===== src/rtl/vga_pkg.sv =====
// Shared timing defaults, state type and bar colours for vga_timing_gen.
package vga_pkg;

  localparam int H_ACTIVE_DEF = 640;
  localparam int H_FP_DEF     = 16;
  localparam int H_SYNC_DEF   = 96;
  localparam int H_BP_DEF     = 48;
  localparam int V_ACTIVE_DEF = 480;
  localparam int V_FP_DEF     = 10;
  localparam int V_SYNC_DEF   = 2;
  localparam int V_BP_DEF     = 33;

  function automatic int span_total(input int active, input int fp, input int sync, input int bp);
    return active + fp + sync + bp;
  endfunction

  localparam int H_TOTAL_DEF = span_total(H_ACTIVE_DEF, H_FP_DEF, H_SYNC_DEF, H_BP_DEF);
  localparam int V_TOTAL_DEF = span_total(V_ACTIVE_DEF, V_FP_DEF, V_SYNC_DEF, V_BP_DEF);

  typedef enum logic [1:0] {
    ST_SEEK  = 2'd0,
    ST_ARMED = 2'd1,
    ST_RUN   = 2'd2
  } vga_state_e;

`ifdef VGA_TIMING_TESTPATTERN_EN
  function automatic logic [23:0] bar_rgb(input logic [2:0] idx);
    logic [23:0] c;
    case (idx)
      3'd0:    c = 24'hFFFFFF;
      3'd1:    c = 24'hFFFF00;
      3'd2:    c = 24'h00FFFF;
      3'd3:    c = 24'h00FF00;
      3'd4:    c = 24'hFF00FF;
      3'd5:    c = 24'hFF0000;
      3'd6:    c = 24'h0000FF;
      default: c = 24'h000000;
    endcase
    return c;
  endfunction
`endif

endpackage


===== src/rtl/vga_timing_gen_rgb565_expand.sv =====
// RGB565 to RGB888 expansion by MSB replication, so full-scale stays full-scale.
module rgb565_expand (
  input  logic [15:0] pix_i,
  output logic [7:0]  r_o,
  output logic [7:0]  g_o,
  output logic [7:0]  b_o
);

  assign r_o = {pix_i[15:11], pix_i[15:13]};
  assign g_o = {pix_i[10:5],  pix_i[10:9]};
  assign b_o = {pix_i[4:0],   pix_i[4:2]};

endmodule


===== src/rtl/vga_timing_gen.sv =====
// VGA raster timing plus frame-locked RGB565 pixel sink (SEEK -> ARMED -> RUN).
// Define VGA_TIMING_TESTPATTERN_EN to show colour bars instead of black filler.
module vga_timing_gen
  import vga_pkg::*;
#(
  parameter int H_ACTIVE = H_ACTIVE_DEF,
  parameter int H_FP     = H_FP_DEF,
  parameter int H_SYNC   = H_SYNC_DEF,
  parameter int H_BP     = H_BP_DEF,
  parameter int V_ACTIVE = V_ACTIVE_DEF,
  parameter int V_FP     = V_FP_DEF,
  parameter int V_SYNC   = V_SYNC_DEF,
  parameter int V_BP     = V_BP_DEF
) (
  input  logic        clk,
  input  logic        reset_n,
  input  logic        pix_valid,
  input  logic [15:0] pix_data,
  input  logic        pix_sof,
  output logic        pix_ready,
  output logic        VGA_CLK,
  output logic        VGA_HS,
  output logic        VGA_VS,
  output logic        VGA_BLANK_n,
  output logic        VGA_SYNC_n,
  output logic [7:0]  VGA_R,
  output logic [7:0]  VGA_G,
  output logic [7:0]  VGA_B,
  output logic        frame_start,
  output logic [15:0] underflow_cnt
);

  localparam int H_TOTAL = span_total(H_ACTIVE, H_FP, H_SYNC, H_BP);
  localparam int V_TOTAL = span_total(V_ACTIVE, V_FP, V_SYNC, V_BP);
  localparam int HW      = $clog2(H_TOTAL);
  localparam int VW      = $clog2(V_TOTAL);
  localparam int HS_BEG  = H_ACTIVE + H_FP;
  localparam int HS_END  = HS_BEG + H_SYNC;
  localparam int VS_BEG  = V_ACTIVE + V_FP;
  localparam int VS_END  = VS_BEG + V_SYNC;

  logic [HW-1:0] hcnt_q, hcnt_d;
  logic [VW-1:0] vcnt_q, vcnt_d;
  logic [31:0]   hpos, vpos;
  logic          active, origin, h_last, v_last;

  vga_state_e    state_q, state_d;
  logic [15:0]   hold_q, hold_d;
  logic [15:0]   uflow_q, uflow_d;
  logic          rdy, xfer, show_pix, uflow_inc;
  logic [15:0]   show_data;

  logic          hs_q, hs_d, vs_q, vs_d, blank_n_q, blank_n_d, fs_q, fs_d;
  logic [23:0]   rgb_q, rgb_d, fill_rgb;
  logic [7:0]    exp_r, exp_g, exp_b;

  assign hpos   = 32'(hcnt_q);
  assign vpos   = 32'(vcnt_q);
  assign active = (hpos < H_ACTIVE) && (vpos < V_ACTIVE);
  assign origin = (hpos == 0) && (vpos == 0);
  assign h_last = (hpos == H_TOTAL - 1);
  assign v_last = (vpos == V_TOTAL - 1);

  always_comb begin
    hcnt_d = hcnt_q + HW'(1);
    vcnt_d = vcnt_q;
    if (h_last) begin
      hcnt_d = '0;
      vcnt_d = v_last ? '0 : vcnt_q + VW'(1);
    end
  end

  // RUN refuses (0,0): that slot belongs to the frame-start pixel, which only ARMED delivers.
  always_comb begin
    rdy = 1'b0;
    case (state_q)
      ST_SEEK:  rdy = 1'b1;
      ST_ARMED: rdy = 1'b0;
      ST_RUN:   rdy = active && !origin;
      default:  rdy = 1'b0;
    endcase
  end

  assign xfer      = pix_valid && rdy;
  assign pix_ready = reset_n && rdy;

  always_comb begin
    state_d   = state_q;
    hold_d    = hold_q;
    show_pix  = 1'b0;
    show_data = pix_data;
    uflow_inc = 1'b0;
    case (state_q)
      ST_SEEK: begin
        if (xfer && pix_sof) begin
          hold_d  = pix_data;
          state_d = ST_ARMED;
        end
      end
      ST_ARMED: begin
        if (origin) begin
          show_pix  = 1'b1;
          show_data = hold_q;
          state_d   = ST_RUN;
        end
      end
      ST_RUN: begin
        if (xfer && pix_sof) begin
          hold_d  = pix_data;
          state_d = ST_ARMED;
        end else if (xfer) begin
          show_pix = 1'b1;
        end else if (rdy) begin
          uflow_inc = 1'b1;
        end
      end
      default: state_d = ST_SEEK;
    endcase
  end

  assign uflow_d = (uflow_inc && (uflow_q != 16'hFFFF)) ? uflow_q + 16'd1 : uflow_q;

  rgb565_expand u_expand (
    .pix_i (show_data),
    .r_o   (exp_r),
    .g_o   (exp_g),
    .b_o   (exp_b)
  );

`ifdef VGA_TIMING_TESTPATTERN_EN
  localparam int BAR_W = H_ACTIVE / 8;
  logic [2:0] bar_idx;

  always_comb begin
    bar_idx = '0;
    for (int k = 1; k < 8; k++)
      if (hpos >= 32'(k * BAR_W)) bar_idx = 3'(k);
  end

  // Bars must reach the monitor, so the DAC is unblanked for every active cycle.
  assign fill_rgb  = bar_rgb(bar_idx);
  assign blank_n_d = active;
`else
  logic live;

  // Unblank only while locked to a frame; an idle or seeking sink stays fully blanked.
  assign live      = (state_q == ST_RUN) || ((state_q == ST_ARMED) && origin);
  assign fill_rgb  = '0;
  assign blank_n_d = active && live;
`endif

  assign hs_d  = !((hpos >= HS_BEG) && (hpos < HS_END));
  assign vs_d  = !((vpos >= VS_BEG) && (vpos < VS_END));
  assign fs_d  = origin;
  assign rgb_d = !active ? '0 : (show_pix ? {exp_r, exp_g, exp_b} : fill_rgb);

  always_ff @(posedge clk or negedge reset_n) begin
    if (!reset_n) begin
      hcnt_q    <= '0;
      vcnt_q    <= '0;
      state_q   <= ST_SEEK;
      hold_q    <= '0;
      uflow_q   <= '0;
      hs_q      <= 1'b1;
      vs_q      <= 1'b1;
      blank_n_q <= 1'b0;
      rgb_q     <= '0;
      fs_q      <= 1'b0;
    end else begin
      hcnt_q    <= hcnt_d;
      vcnt_q    <= vcnt_d;
      state_q   <= state_d;
      hold_q    <= hold_d;
      uflow_q   <= uflow_d;
      hs_q      <= hs_d;
      vs_q      <= vs_d;
      blank_n_q <= blank_n_d;
      rgb_q     <= rgb_d;
      fs_q      <= fs_d;
    end
  end

  assign VGA_CLK       = clk;
  assign VGA_SYNC_n    = 1'b1;
  assign VGA_HS        = hs_q;
  assign VGA_VS        = vs_q;
  assign VGA_BLANK_n   = blank_n_q;
  assign VGA_R         = rgb_q[23:16];
  assign VGA_G         = rgb_q[15:8];
  assign VGA_B         = rgb_q[7:0];
  assign frame_start   = fs_q;
  assign underflow_cnt = uflow_q;

endmodule


===== config.mk =====
export PLATFORM = sky130hd
export DESIGN_NAME = vga_timing_gen
export DESIGN_NICKNAME = d
export VERILOG_FILES = /design/src/rtl/vga_pkg.sv /design/src/rtl/vga_timing_gen_rgb565_expand.sv /design/src/rtl/vga_timing_gen.sv
export SDC_FILE = /design/constraint.sdc
export NUM_CORES = 1
export LEC_CHECK = 0
export CAP_MARGIN = 10
export CORE_MARGIN = 2
export CORE_UTILIZATION = 34
export CTS_CLUSTER_SIZE = 24
export DETAILED_ROUTE_END_ITERATION = 16
export GPL_TIMING_DRIVEN = 1
export PLACE_DENSITY = 0.65
export REMOVE_ABC_BUFFERS = 1
export SYNTH_ARGS = -nofsm -noshare
export SYNTH_HDL_FRONTEND = slang
export SYNTH_SLANG_ARGS = --single-unit

===== constraint.sdc =====
create_clock -name clk -period 7.5 [get_ports clk]
set_input_delay 1.125 -clock clk [delete_from_list [all_inputs] [get_ports clk]]
set_output_delay 1.125 -clock clk [all_outputs]
set_load 0.05 [all_outputs]

==> flow_metrics.env <==
export IMPL_cts_setup_buffers=0
export IMPL_path_cells="clkbuf_8 > clkbuf_8 > clkdlybuf4s50_1"
export IMPL_internal_power_mw=0.793
export IMPL_antenna_found_initial=0
export IMPL_synthFlopType="dfrtp_1"
export IMPL_slowest_delay_ps=690
export IMPL_rr_worst_depth=8
export IMPL_final_hold_viol_count=0
export IMPL_avgSynthCellArea_sq_um=11.8
export IMPL_async_reset_ff_share_pct=100
export IMPL_synth_top_area_cell="dfrtp_1"
export IMPL_syn_cell_area_sq_mm=0.00344
export IMPL_power_leakage_nw=1.90
export IMPL_grt_max_degree=76
export IMPL_cts_tree="yes"
export IMPL_rows=36
export IMPL_grt_usage_pct=12.9
export IMPL_synth_cell_type_count=43
export IMPL_pwr_share_comb_pct=23.3
export IMPL_firstDrtPassIters=4
export IMPL_ys_warnings_count=0
export IMPL_relSlewSlack_pct=28.3
export IMPL_cts_resized=0
export IMPL_postCtsHoldBufs=0
export IMPL_drt_iter0_drc=88
export IMPL_vias_per_cell=4.84
export IMPL_crit_required_ps=6380
export IMPL_end_kind="output pin"
export IMPL_nets=386
export IMPL_core_area_sq_mm=0.00977
export IMPL_final_layout_size_suffix_gt1_share_pct=14.1
export IMPL_cp_slowest_cell="clkdlybuf4s50_1"
export IMPL_setup_tns_ps=0
export IMPL_synth_edf_count=0
export IMPL_worst_path_most_repeated_cell="clkbuf_8"
export IMPL_path_buf_inv=3
export IMPL_n_antenna_cell=0
export IMPL_drv_cap=0
export IMPL_synthCells=292
export IMPL_vias=2391
export IMPL_ios=67
export IMPL_worst_slew_pin_slew_ps=1080
export IMPL_crit_type="clk2out"
export IMPL_clk_pin_slew_ps=80
export IMPL_p_seq_share_pct=43.1
export IMPL_drv_slew=0
export IMPL_setup_viol=0
export IMPL_dieArea_sq_mm=0.0109
export IMPL_ir_drop_mv=0.152
export IMPL_swShare_pct=32.1
export IMPL_min_delay_path_depth=1
export IMPL_placement_io_buffers=65
export IMPL_power_total_mw=1.17
export IMPL_post_route_util_pct=44.9
export IMPL_worstPathMaxFanout=2
export IMPL_ys_ff_latch=74
export IMPL_arrival_ps=4660
export IMPL_grt_ovfl_total=0
export IMPL_crit_family="buffers and inverters"
export IMPL_wl_per_cell_um=13.3
export IMPL_die_y_um=105
export IMPL_gp_congestion=0.803
export IMPL_ant_nets=0
export IMPL_outcome="finished clean"
export IMPL_cp_num_cells=3
export IMPL_place_hpwl_um=4550
export IMPL_p_switching_mw=0.375
export IMPL_fin_ws_ps=1710
export IMPL_worstSkewPairLatency_ps=460
export IMPL_grt_pass1_vias=2362
export IMPL_rsz0062_at_grt="false"
export IMPL_hp_class="reg2reg"
export IMPL_cp_start_kind="clock port"
export IMPL_fin_skew_ps=13.5
export IMPL_wl_um=6580
export IMPL_start_util_pct=35.2
export IMPL_grt_pass1_wl_um=11200
export IMPL_die_width_um=105
export IMPL_syn2layout_area_growth_pct=27.7
export IMPL_yosys_top_cells_area="dfrtp_1 (52%), xnor2_1 (5.1%), mux2_4 (4.4%), a22o_1 (4.1%), ha_1 (3.6%)"
export IMPL_dp_slack_ps=1950
export IMPL_drc=0
export IMPL_seq_area_frac_synth_pct=53.9
export IMPL_power_frac_clock_pct=33.6
export IMPL_power_per_cell_area_mw_per_mm2=266
export IMPL_synth_top_area_share_pct=52.4
[power by group through the flow]
stage	clock network (mW)	logic, mW	registers, mW
floorplan	0	0.145	0.555
finish	0.392	0.272	0.503
global placement	0.0308	0.271	0.507
global route	0.424	0.292	0.514
CTS	0.405	0.276	0.504
detailed placement	0.0308	0.274	0.512
[metal layers]
layer / routed length, um / track usage [%]
met1: 3020 / 15.2
met2: 3060 / 20.4
met3: 345 / 3.93
met4: 163 / 8.01
met5: 0 / 0
[cells in the final DEF (no fill, tap or decap), types with 2 or more instances in the layout]
cell type / count
a21oi_1: 4
a22o_1: 16
and2b_2: 2
and3_1: 9
buf_4: 2
clkbuf_8: 12
clkdlybuf4s50_1: 64
clkinvlp_4: 2
dfrtp_1: 72
dfstp_2: 2
ha_1: 10
inv_1: 11
inv_6: 3
mux2_2: 8
mux2_4: 10
nand2_1: 22
nand2b_1: 2
nand3_1: 13
nand3b_1: 2
nand4_1: 13
nor2_1: 13
nor2b_1: 2
nor3_1: 4
nor4_1: 5
o21ai_0: 10
xnor2_1: 20
xor2_1: 8
[kinds of logic (layout without fill, tap and decap cells)]
logic type | count (synthesis) | after routing | synth area share, %
AO/OA/AOI/OAI | 37 | 37 | 8.23
XOR/XNOR | 28 | 28 | 7.14
adder cells (fa/ha/maj) | 10 | 10 | 3.64
buffers and inverters | 28 | 97 | 4.91
flip-flops | 74 | 74 | 53.9
multiplexers | 19 | 19 | 7.28
other | 1 | 1 | 0.109
AND/OR/NAND/NOR | 95 | 95 | 14.7
[per-stage QoR]
step                      instance area (sq um)  hold WS (ps)  std cells
after floorplan                            3310           447        275
after global placement                     4140           468        475
after detailed placement                   4140           481        475
after CTS                                  4390           499        494
after global routing                       4390           515        494
final                                      4390           497        494
[cell usage after synthesis, types with 2 or more instances]
library cell,number
mux2_2,8
nand2_1,22
inv_1,11
a21oi_1,4
nor4_1,5
buf_4,10
a22o_1,16
xor2_1,8
nor2b_1,2
and2b_2,2
nor3_1,5
xnor2_1,20
nand2b_1,2
dfstp_2,2
nand4_1,13
buf_2,2
o21ai_0,10
nand3_1,13
and3_1,9
dfrtp_1,72
mux2_4,10
nor2_1,13
clkbuf_1,3
ha_1,10
nand3b_1,2
[sequential cells by signal, indices dropped and copies added (netlist names)]
signal / cells
hold_q: 16
rgb_q: 16
underflow_cnt: 16
hcnt_q: 10
vcnt_q: 10
state_q: 2
VGA_BLANK_n: 1
VGA_HS: 1
VGA_VS: 1
frame_start: 1
[worst register-to-register path, cell delays in order (launching register included)]
cell     delay, ps
dfrtp_1        400
inv_1           60
ha_1           190
and2b_2        200
nand4_1        110
or2_1          280
a21oi_1         90
nor3_2         840
a22o_1         280
[worst paths after layout]
path                                  from          endpoint  slack [ps]
min in group asynchronous          reset_n  underflow_cnt[5]         880
worst min register to register  hold_q[15]         rgb_q[18]         500
max in group asynchronous          reset_n         vcnt_q[0]        6020
worst min-delay path            hold_q[15]         rgb_q[18]         500
worst max register to register   hcnt_q[0]          rgb_q[3]        5000
worst max-delay path                   clk           VGA_CLK        1710
[area by class of cell]
type                       instances  area, sq um
tap                              133          166
multi-input combinational        190         1420
sequential                        74         1850
fill                             900         5390
inverter                          11         41.3
clock inverter                     7         82.6
timing repair buffer              66          651
clock buffer                      13          175
Power figures use the tool's default switching activity.
